## config.mk

```make
export PLATFORM = sky130hd
export DESIGN_NAME = divisor_param
export DESIGN_NICKNAME = d
export VERILOG_FILES = /design/src/rtl/divisor_pkg.sv /design/src/rtl/divisor_paso.sv /design/src/rtl/divisor_param.sv
export SDC_FILE = /design/constraint.sdc
export NUM_CORES = 1
export LEC_CHECK = 0
export CAP_MARGIN = 20
export CORE_MARGIN = 1
export CORE_UTILIZATION = 55
export CTS_BUF_LIST = sky130_fd_sc_hd__clkbuf_8
export DETAILED_ROUTE_END_ITERATION = 10
export DONT_BUFFER_PORTS = 1
export PLACE_DENSITY = 0.76
export SETUP_SLACK_MARGIN = 0.4
export SLEW_MARGIN = 10
export SYNTH_ARGS = -nofsm -noshare
export SYNTH_HDL_FRONTEND = slang
export SYNTH_SLANG_ARGS = --single-unit
export TNS_END_PERCENT = 30
```

## constraint.sdc

```tcl
create_clock -name clk -period 3.1 [get_ports clk]
set_input_delay 0.62 -clock clk [delete_from_list [all_inputs] [get_ports clk]]
set_output_delay 0.62 -clock clk [all_outputs]
set_load 0.03 [all_outputs]
```

## src/rtl/divisor_pkg.sv

```systemverilog
// Shared constants for the parametrised restoring divider.
// State encoding and the default operand width.
package divisor_pkg;

    localparam int DEFAULT_WIDTH = 8;

    typedef enum logic [1:0] {
        ST_IDLE = 2'd0,
        ST_CALC = 2'd1,
        ST_DONE = 2'd2
    } state_t;

endpackage

```

## src/rtl/divisor_paso.sv

```systemverilog
// One combinational restoring-division step: shift the accumulator left,
// then subtract the divisor from the upper half when it fits.
module divisor_paso
    import divisor_pkg::*;
#(
    parameter int WIDTH = DEFAULT_WIDTH
) (
    input  logic [2*WIDTH-1:0] i_a,
    input  logic [WIDTH-1:0]   i_dr,
    output logic [2*WIDTH-1:0] o_a,
    output logic               o_z
);

    logic [WIDTH:0] w_upper;
    logic [WIDTH:0] w_diff;

    // Upper half after the shift keeps the bit shifted out of the top, so the
    // compare/subtract is WIDTH+1 bits wide; the borrow is the compare result.
    assign w_upper = i_a[2*WIDTH-1:WIDTH-1];
    assign w_diff  = w_upper - {1'b0, i_dr};
    assign o_z     = ~w_diff[WIDTH];

    assign o_a = {(o_z ? w_diff[WIDTH-1:0] : w_upper[WIDTH-1:0]),
                  i_a[WIDTH-2:0], o_z};

endmodule

```

## src/rtl/divisor_param.sv

```systemverilog
// Sequential unsigned restoring divider, one quotient bit per clock.
// Define DIVISOR_DEBUG_EN to expose internal counter/accumulator test ports.
module divisor_param
    import divisor_pkg::*;
#(
    parameter  int WIDTH = DEFAULT_WIDTH,
    localparam int CNT_W = $clog2(WIDTH)
) (
    input  logic               clk,
    input  logic               rst_n,
    input  logic               start,
    input  logic [WIDTH-1:0]   DV,
    input  logic [WIDTH-1:0]   DR,
    output logic [WIDTH-1:0]   cociente,
    output logic [WIDTH-1:0]   residuo,
    output logic               done,
    output logic               busy,
    output logic               div0
`ifdef DIVISOR_DEBUG_EN
    ,
    output logic [CNT_W-1:0]   testN,
    output logic               testZ,
    output logic               testDone,
    output logic [2*WIDTH-1:0] testDV,
    output logic               testdv0
`endif
);

    state_t               r_state;
    state_t               w_next_state;
    logic [CNT_W-1:0]     r_cnt;
    logic [2*WIDTH-1:0]   r_acc;
    logic [WIDTH-1:0]     r_dr;
    logic [WIDTH-1:0]     r_coc;
    logic [WIDTH-1:0]     r_res;
    logic                 r_div0;
    logic [2*WIDTH-1:0]   w_step_a;
    logic                 w_step_z;

    divisor_paso #(
        .WIDTH (WIDTH)
    ) u_paso (
        .i_a  (r_acc),
        .i_dr (r_dr),
        .o_a  (w_step_a),
        .o_z  (w_step_z)
    );

    always_ff @(posedge clk or negedge rst_n) begin
        if (!rst_n) begin
            r_state <= ST_IDLE;
        end else begin
            r_state <= w_next_state;
        end
    end

    always_comb begin
        w_next_state = r_state;
        case (r_state)
            ST_IDLE: begin
                if (start) begin
                    w_next_state = (DR != '0) ? ST_CALC : ST_DONE;
                end
            end
            ST_CALC: begin
                if (r_cnt == '0) begin
                    w_next_state = ST_DONE;
                end
            end
            ST_DONE: w_next_state = ST_IDLE;
            default: w_next_state = ST_IDLE;
        endcase
    end

    always_comb begin
        busy = 1'b0;
        done = 1'b0;
        case (r_state)
            ST_CALC: busy = 1'b1;
            ST_DONE: begin
                busy = 1'b1;
                done = 1'b1;
            end
            default: ;
        endcase
    end

    // Results are written on the edge that enters DONE and then hold until
    // the next operation finishes; a zero divisor short-circuits to DONE.
    always_ff @(posedge clk or negedge rst_n) begin
        if (!rst_n) begin
            r_cnt  <= '0;
            r_acc  <= '0;
            r_dr   <= '0;
            r_coc  <= '0;
            r_res  <= '0;
            r_div0 <= 1'b0;
        end else begin
            case (r_state)
                ST_IDLE: begin
                    if (start) begin
                        r_cnt <= CNT_W'(WIDTH - 1);
                        r_dr  <= DR;
                        if (DR != '0) begin
                            r_acc <= {{WIDTH{1'b0}}, DV};
                        end else begin
                            r_coc  <= '1;
                            r_res  <= DV;
                            r_div0 <= 1'b1;
                        end
                    end
                end
                ST_CALC: begin
                    r_acc <= w_step_a;
                    r_cnt <= r_cnt - 1'b1;
                    if (r_cnt == '0) begin
                        r_coc  <= w_step_a[WIDTH-1:0];
                        r_res  <= w_step_a[2*WIDTH-1:WIDTH];
                        r_div0 <= 1'b0;
                    end
                end
                default: ;
            endcase
        end
    end

    assign cociente = r_coc;
    assign residuo  = r_res;
    assign div0     = r_div0;

`ifdef DIVISOR_DEBUG_EN
    assign testN    = r_cnt;
    assign testZ    = w_step_z;
    assign testDone = (r_state == ST_DONE);
    assign testDV   = r_acc;
    assign testdv0  = r_acc[0];
`else
    logic w_unused;
    assign w_unused = w_step_z;
`endif

endmodule
```

==> impl_results.md, run 1 <==
* Area Growth Syn to Fin at 6.61%
* Class of the worst hold path: in2async
* Final Setup Violations at 0
* Root Driver: clkbuf_8
* Syn Nets at 313
* Ys flop type: dfrtp_1
* Vias in the first global route at 1944
* H-tree lvl count at 2
* Largest net degree at the start of global routing at between 40 and 50
* GR met3 Demand/Resource at 7.74%
* Post-synth EDFFs at 0
* Initial DRT Pass Iterations at 4
* Largest family of logic cells by synthesized area: compound AO/OA/AOI/OAI gates
* Initial antenna violation count at 0
* CP Max Fanout at 7
* Most utilized layer in the global route result: met2
* Post-synth cell types at 47
* Clock buffer depth at 2
* Vias/cell at 6.13
* Core Util, Final at a little over three fifths
* Mux share of post-synthesis cell area at 9.39%
* Total number of vias at 2034
* Setup Skew at 0.00420 ns
* Post-synth ARST share at 100%
* Worst-Skew Late Latency at 0.30 ns
* Outcome: complete, no violations
* Most used cell, CP: inv_1
* WS Path Type: reg2reg
* WL/cell at about 17 microns
* Die ar. at 0.00510 sq mm
* # DRC at 0
* Synth Area in XOR/XNOR at 1.98%
* Required @ worst endpoint at between 3 and 4 ns
* Port bufs at 0
* IO Count at 38
* Final min period at roughly 2.6 ns
* Setup_tns at 0 ns
* GRT Resource Usage Total at approximately a quarter
* Chip width at 71.4 microns
* Remaining global-route overflow at 0
* Layout cell share with drive strength beyond 1 at 12.5%
* Die Y-Extent at 71.4 microns
* Clk sinks at 46
* NumNets Final at 313
* Synth Cell Area at 0.00265 sq mm
* GR met2 Demand/Resource at 37.7%
* Cells after synthesis at 280
* CP Cell Sequence: inv_1 > ha_1 > inv_1 > fa_1 > a211oi_4 > nor3_2 > mux2i_4 > nor2_4 > mux2i_2 > a311oi_1
* Post-synthesis register bit count at 46
* R2R Path Start: r_acc[7]
* DRT Wirelength at 5.81 mm
* Final Max Slew Viols at 0
* CTS tree: done
* GPL Wtd Cong at 0.880
* Buffers & Inverters on Critical Path at 2
* Area fraction in compound gates after synthesis at 21.3%
* Final worst-path cycle share at between 80% and 90%
* Synthesized-area fraction occupied by adder cells at 6.89%
* F_max at 0.389 GHz
* Commonest non-fill, non-tap cell in the layout: dfrtp_1
* Source of the critical timing path: r_acc[7]
* Final Instance Area at 0.00283 sq mm
* CP arrival at 2.73 ns
* HPWL Detailed at 4.25 mm
* CORE AREA at 0.00450 sq mm
* Worst Setup End Kind: register
* Post-Synth Simple-Gate Area at 11.6%
* Met1 Track Usage GR at 32.8%
* Relative slew slack at 61.9%
* Remaining antenna violation count at 0
* Final Hold Vio Count at 0
* Max-Cap Viols at 0
* YS warnings at 0
* Cell Rows at 24
* Mean area per synthesized cell at 9.47 sq um
* Starting Density at 58.9%
* Setup bufs post-CTS at 0
* Commonest non-fill, non-tap cells in the layout: dfrtp_1, o21ai_0, inv_1, nor2_1, nand2_1
* RSZ-0062 raised after global routing: false
* CP max stage cell: fa_1
* DRC marker count from the first detailed-route iteration at 100
* Startpoint type of the worst setup path: register
* DP Area at 0.00270 sq mm
* Crit path max-delay family: adder cells
* Max stage delay on crit path at between 0.4 and 0.5 ns
* CTS clk-pin slew, worst paths at 0.08 ns
* First-pass GRT wire length at 9.43 mm
* Number of diodes at 0
* TritonCTS Buffers at 5
* Seq/Total Area, Yosys at 43.4%
* Worst-Margin Slew at between 0.5 and 0.6 ns
## cell families (layout without fill, tap and decap cells)
kind of cell,count (synthesis),in the layout
AO/OA/AOI/OAI,88,88
XOR/XNOR,6,6
adder cells (fa/ha/maj),14,14
buffers and inverters,37,37
flip-flops,46,46
multiplexers,23,23
AND/OR/NAND/NOR,66,66
## metal layers
layer / share of wire (%) / up-vias
met5: 0 / -
met2: 46 / 53
li1: - / 993
met4: 1.9 / 0
met1: 46 / 978
met3: 5.5 / 10
## final timing paths
kind | end | slack [ns] | cells past startpoint
setup / recovery | residuo[6] | 0.53 | 10
hold / removal | r_dr[3] | 0.15 | 1
setup reg to reg | residuo[6] | 0.53 | 10
hold reg to reg | r_acc[7] | 0.51 | 2
max in group asynchronous | r_acc[3] | 2.74 | 1
min in group clk | r_dr[0] | 0.46 | 1
## layout make-up
cell class | count | area [sq um]
well taps | 52 | 65.1
flip-flops and latches | 46 | 1150
fillers | 374 | 1680
inverters | 24 | 90.1
repair buffers | 6 | 65.1
clock inverters | 2 | 10.0
multi-input cells | 197 | 1380
clock buffers | 5 | 68.8
## synth_stat cells, types with 2 or more instances
cell type	number	area [sq um]
o31ai_1	3	22.5
xnor2_1	2	17.5
nand2b_1	2	12.5
a21oi_1	18	90.1
nor2_1	23	86.3
clkbuf_1	9	33.8
xor2_1	4	35.0
nor4_1	2	12.5
ha_1	13	163
a211oi_2	2	25.0
a31oi_1	12	75.1
inv_1	23	86.3
nor2b_1	2	12.5
dfrtp_1	46	1150
a21o_1	3	22.5
nand2_1	21	78.8
nor3_2	2	20.0
nand3_1	8	40.0
o21a_1	5	37.5
a32oi_1	2	17.5
buf_2	3	15.0
mux2_2	12	135
mux2i_1	10	100
o32a_1	3	30.0
o21ai_0	28	140
## state kept, by name, indices dropped and copies added (netlist names)
register / cells
r_acc: 16
cociente: 8
r_dr: 8
residuo: 8
r_cnt: 3
r_state: 2
div0: 1
## what timing repair did
item	4_1_cts	5_1_grt
hold buffers	1	0
gates resized for setup	0	3
endpoints found under the hold margin	46	0
setup endpoints to repair	0	11
## metrics by stage
stage	setup slack [ns]	instances	hold WS [ns]
floorplan	0.730	280	0.324
global placement	0.582	324	0.327
detailed placement	0.497	324	0.326
CTS	0.481	332	0.160
global route	0.413	332	0.155
finish	0.531	332	0.153
Power of run 1 is not shown: default switching activity piles up to over one toggle a cycle in this logic, so the estimate is an artifact.
==> run 2, diff against run 1 <==
==> constraint.sdc (replaced) <==
create_clock -name clk -period 2.6 [get_ports clk]
set_input_delay 0.52 -clock clk [delete_from_list [all_inputs] [get_ports clk]]
set_output_delay 0.52 -clock clk [all_outputs]
set_load 0.03 [all_outputs]
==> impl_results.md, run 2 (synthesis results as in run 1) <==
* Outcome: complete, no violations (unchanged)
* Commonest non-fill, non-tap cells in the layout: dfrtp_1, o21ai_0, nor2_1, inv_1, nand2_1 (was dfrtp_1, o21ai_0, inv_1, nor2_1, nand2_1)
* Setup_tns at 0 ns (unchanged)
* Die Y-Extent at 71.4 microns (unchanged)
* RSZ-0062 raised after global routing: true (was false)
* Max reg flops at 16 (unchanged)
* GPL Wtd Cong at 0.899 (was 0.880)
* DRC marker count from the first detailed-route iteration at 150 (was 100)
* Clk sinks at 46 (unchanged)
* Worst Setup End Kind: register (unchanged)
* Area Growth Syn to Fin at 12.4% (was 6.61%)
* IO Count at 38 (unchanged)
* DP Area at 0.00275 sq mm (was 0.00270 sq mm)
* WL/cell at 17.9 microns (was 17.5 microns)
* Starting Density at 58.9% (unchanged)
* Total number of vias at 2105 (was 2034)
* Worst-Margin Slew at 0.554 ns (was 0.567 ns)
* Cells after DPL at 330 (was 324)
* Cell Rows at 24 (unchanged)
* WS Path Type: reg2reg (unchanged)
* Clock buffer depth at 2 (unchanged)
* Root Driver: clkbuf_8 (unchanged)
* Worst-Skew Late Latency at 0.30 ns (about the same)
* Class of the worst hold path: in2async (unchanged)
* Layout cell share with drive strength beyond 1 at 19.4% (was 12.5%)
* DRT Wirelength at 6.18 mm (was 5.81 mm)
* Final Hold Vio Count at 0 (unchanged)
* Setup Skew at 0.00795 ns (was 0.00420 ns)
* CP Max Fanout at 7 (unchanged)
* Commonest non-fill, non-tap cell in the layout: dfrtp_1 (unchanged)
* Final Setup Violations at 0 (unchanged)
* Vias/cell at 6.08 (was 6.13)
* NumNets Final at 326 (was 313)
* Startpoint type of the worst setup path: register (unchanged)
* Initial DRT Pass Iterations at 4 (unchanged)
* Vias in the first global route at 2165 (was 1944)
* CORE AREA at 0.00450 sq mm (unchanged)
* Final Instance Area at 0.00298 sq mm (was 0.00283 sq mm)
* Chip width at 71.4 microns (unchanged)
* Remaining antenna violation count at 0 (unchanged)
* Required @ worst endpoint at 2.79 ns (was 3.26 ns)
* Final worst-path cycle share at 92.0% (was 82.9%)
* Final min period at 2.39 ns (was 2.57 ns)
* CP arrival at 2.58 ns (was 2.73 ns)
* Max-Cap Viols at 0 (unchanged)
* Port bufs at 0 (unchanged)
* Remaining global-route overflow at 0 (unchanged)
* HPWL Detailed at 4.52 mm (was 4.25 mm)
* CTS clk-pin slew, worst paths at 0.09 ns (was 0.08 ns)
* F_max at 0.418 GHz (was 0.389 GHz)
* First-pass GRT wire length at 10.5 mm (was 9.43 mm)
* Initial antenna violation count at 0 (unchanged)
* Top reg by flops: r_acc (unchanged)
* Fillers at 380 (was 374)
* Largest net degree at the start of global routing at 47 (unchanged)
* Relative slew slack at 62.7% (was 61.9%)
* H-tree lvl count at 2 (unchanged)
* Die ar. at 0.00510 sq mm (unchanged)
* Final Non-Filler Cells at 346 (was 332)
* Final Max Slew Viols at 0 (unchanged)
* TritonCTS Buffers at 5 (unchanged)
* # DRC at 0 (unchanged)
* GRT Resource Usage Total at 26.6% (was 24.7%)
* CTS tree: done (unchanged)
* Number of diodes at 0 (unchanged)
[run 2: cell types whose count changed in the layout (fill, tap and decap cells not counted), sizes merged]
cell and delta:
inv +1, buf +13
[run 2: worst max-delay path, cell delays in order, from the launching register on]
cell and delay [ns]:
dfrtp_1 0.39, inv_2 0.08, ha_4 0.13, inv_2 0.04, fa_2 0.38, a211oi_4 0.29
nor3_4 0.11, mux2i_4 0.23, o21ai_0 0.22, a21oi_1 0.14, o32a_1 0.29
[run 2: what timing repair did]
item | 4_1_cts | 5_1_grt
hold buffers | 1 | 0
setup buffers | 5 | 2
pin swaps | 11 | 3
hold endpoints to repair | 46 | 0
endpoints found under the setup margin | 18 | 17
gates resized for setup | 12 | 5
[run 2: final timing paths]
| kind | start | cells past startpoint | to | slack (ns) |
|---|---|---|---|---|
| worst min register to register | r_dr[1] | 1 | r_dr[1] | 0.51 |
| worst max-delay path | r_acc[7] | 10 | residuo[2] | 0.21 |
| min in group clk | DR[3] | 1 | r_dr[3] | 0.37 |
| max in group asynchronous | rst_n | 1 | r_acc[13] | 2.33 |
| worst min-delay path | rst_n | 1 | r_dr[3] | 0.05 |
| worst max register to register | r_acc[7] | 10 | residuo[2] | 0.21 |
[run 2: metrics by stage]
| step | setup WS, ns | hold WS (ns) | util, % |
|---|---|---|---|
| finish | 0.207 | 0.0548 | 66.1 |
| floorplan | 0.258 | 0.224 | - |
| global placement | 0.124 | 0.225 | 61.0 |
| detailed placement | 0.0607 | 0.226 | 61.0 |
| CTS | 0.257 | 0.0645 | 65.6 |
| global route | 0.126 | 0.0622 | 66.1 |
[run 2: routing by layer]
metal / routed length, microns / vias up / global-route usage, % / part of all wire [%]
li1: - / 1018 / - / -
met4: 72 / 0 / 7.33 / 1.2
met5: 0 / - / 0 / 0
met2: 3020 / 49 / 42.8 / 49
met3: 245 / 8 / 4.78 / 4.0
met1: 2840 / 1030 / 37.1 / 46
[run 2: layout make-up]
cell class | count | area (sq um) | area share, %
Clock buffer | 5 | 68.8 | 2.31
Inverter | 24 | 90.1 | 3.02
Tap cell | 52 | 65.1 | 2.18
Timing Repair Buffer | 19 | 163 | 5.46
Multi-Input combinational cell | 197 | 1420 | 47.8
Sequential cell | 46 | 1150 | 38.6
Clock inverter | 3 | 18.8 | 0.630
Power of run 2 is left out for the same reason.
==> run 3, diff against run 2 <==
--- a/config.mk
+++ b/config.mk
@@ -5,6 +5,7 @@
 export SDC_FILE = /design/constraint.sdc
 export NUM_CORES = 1
 export LEC_CHECK = 0
+export ABC_CLOCK_PERIOD_IN_PS = 2600
 export CAP_MARGIN = 20
 export CORE_MARGIN = 1
 export CORE_UTILIZATION = 55
==> results of run 3 <==
No change in the layout: final DEF, timing and power equal those of run 2.
Power of run 3 is left out for the same reason.
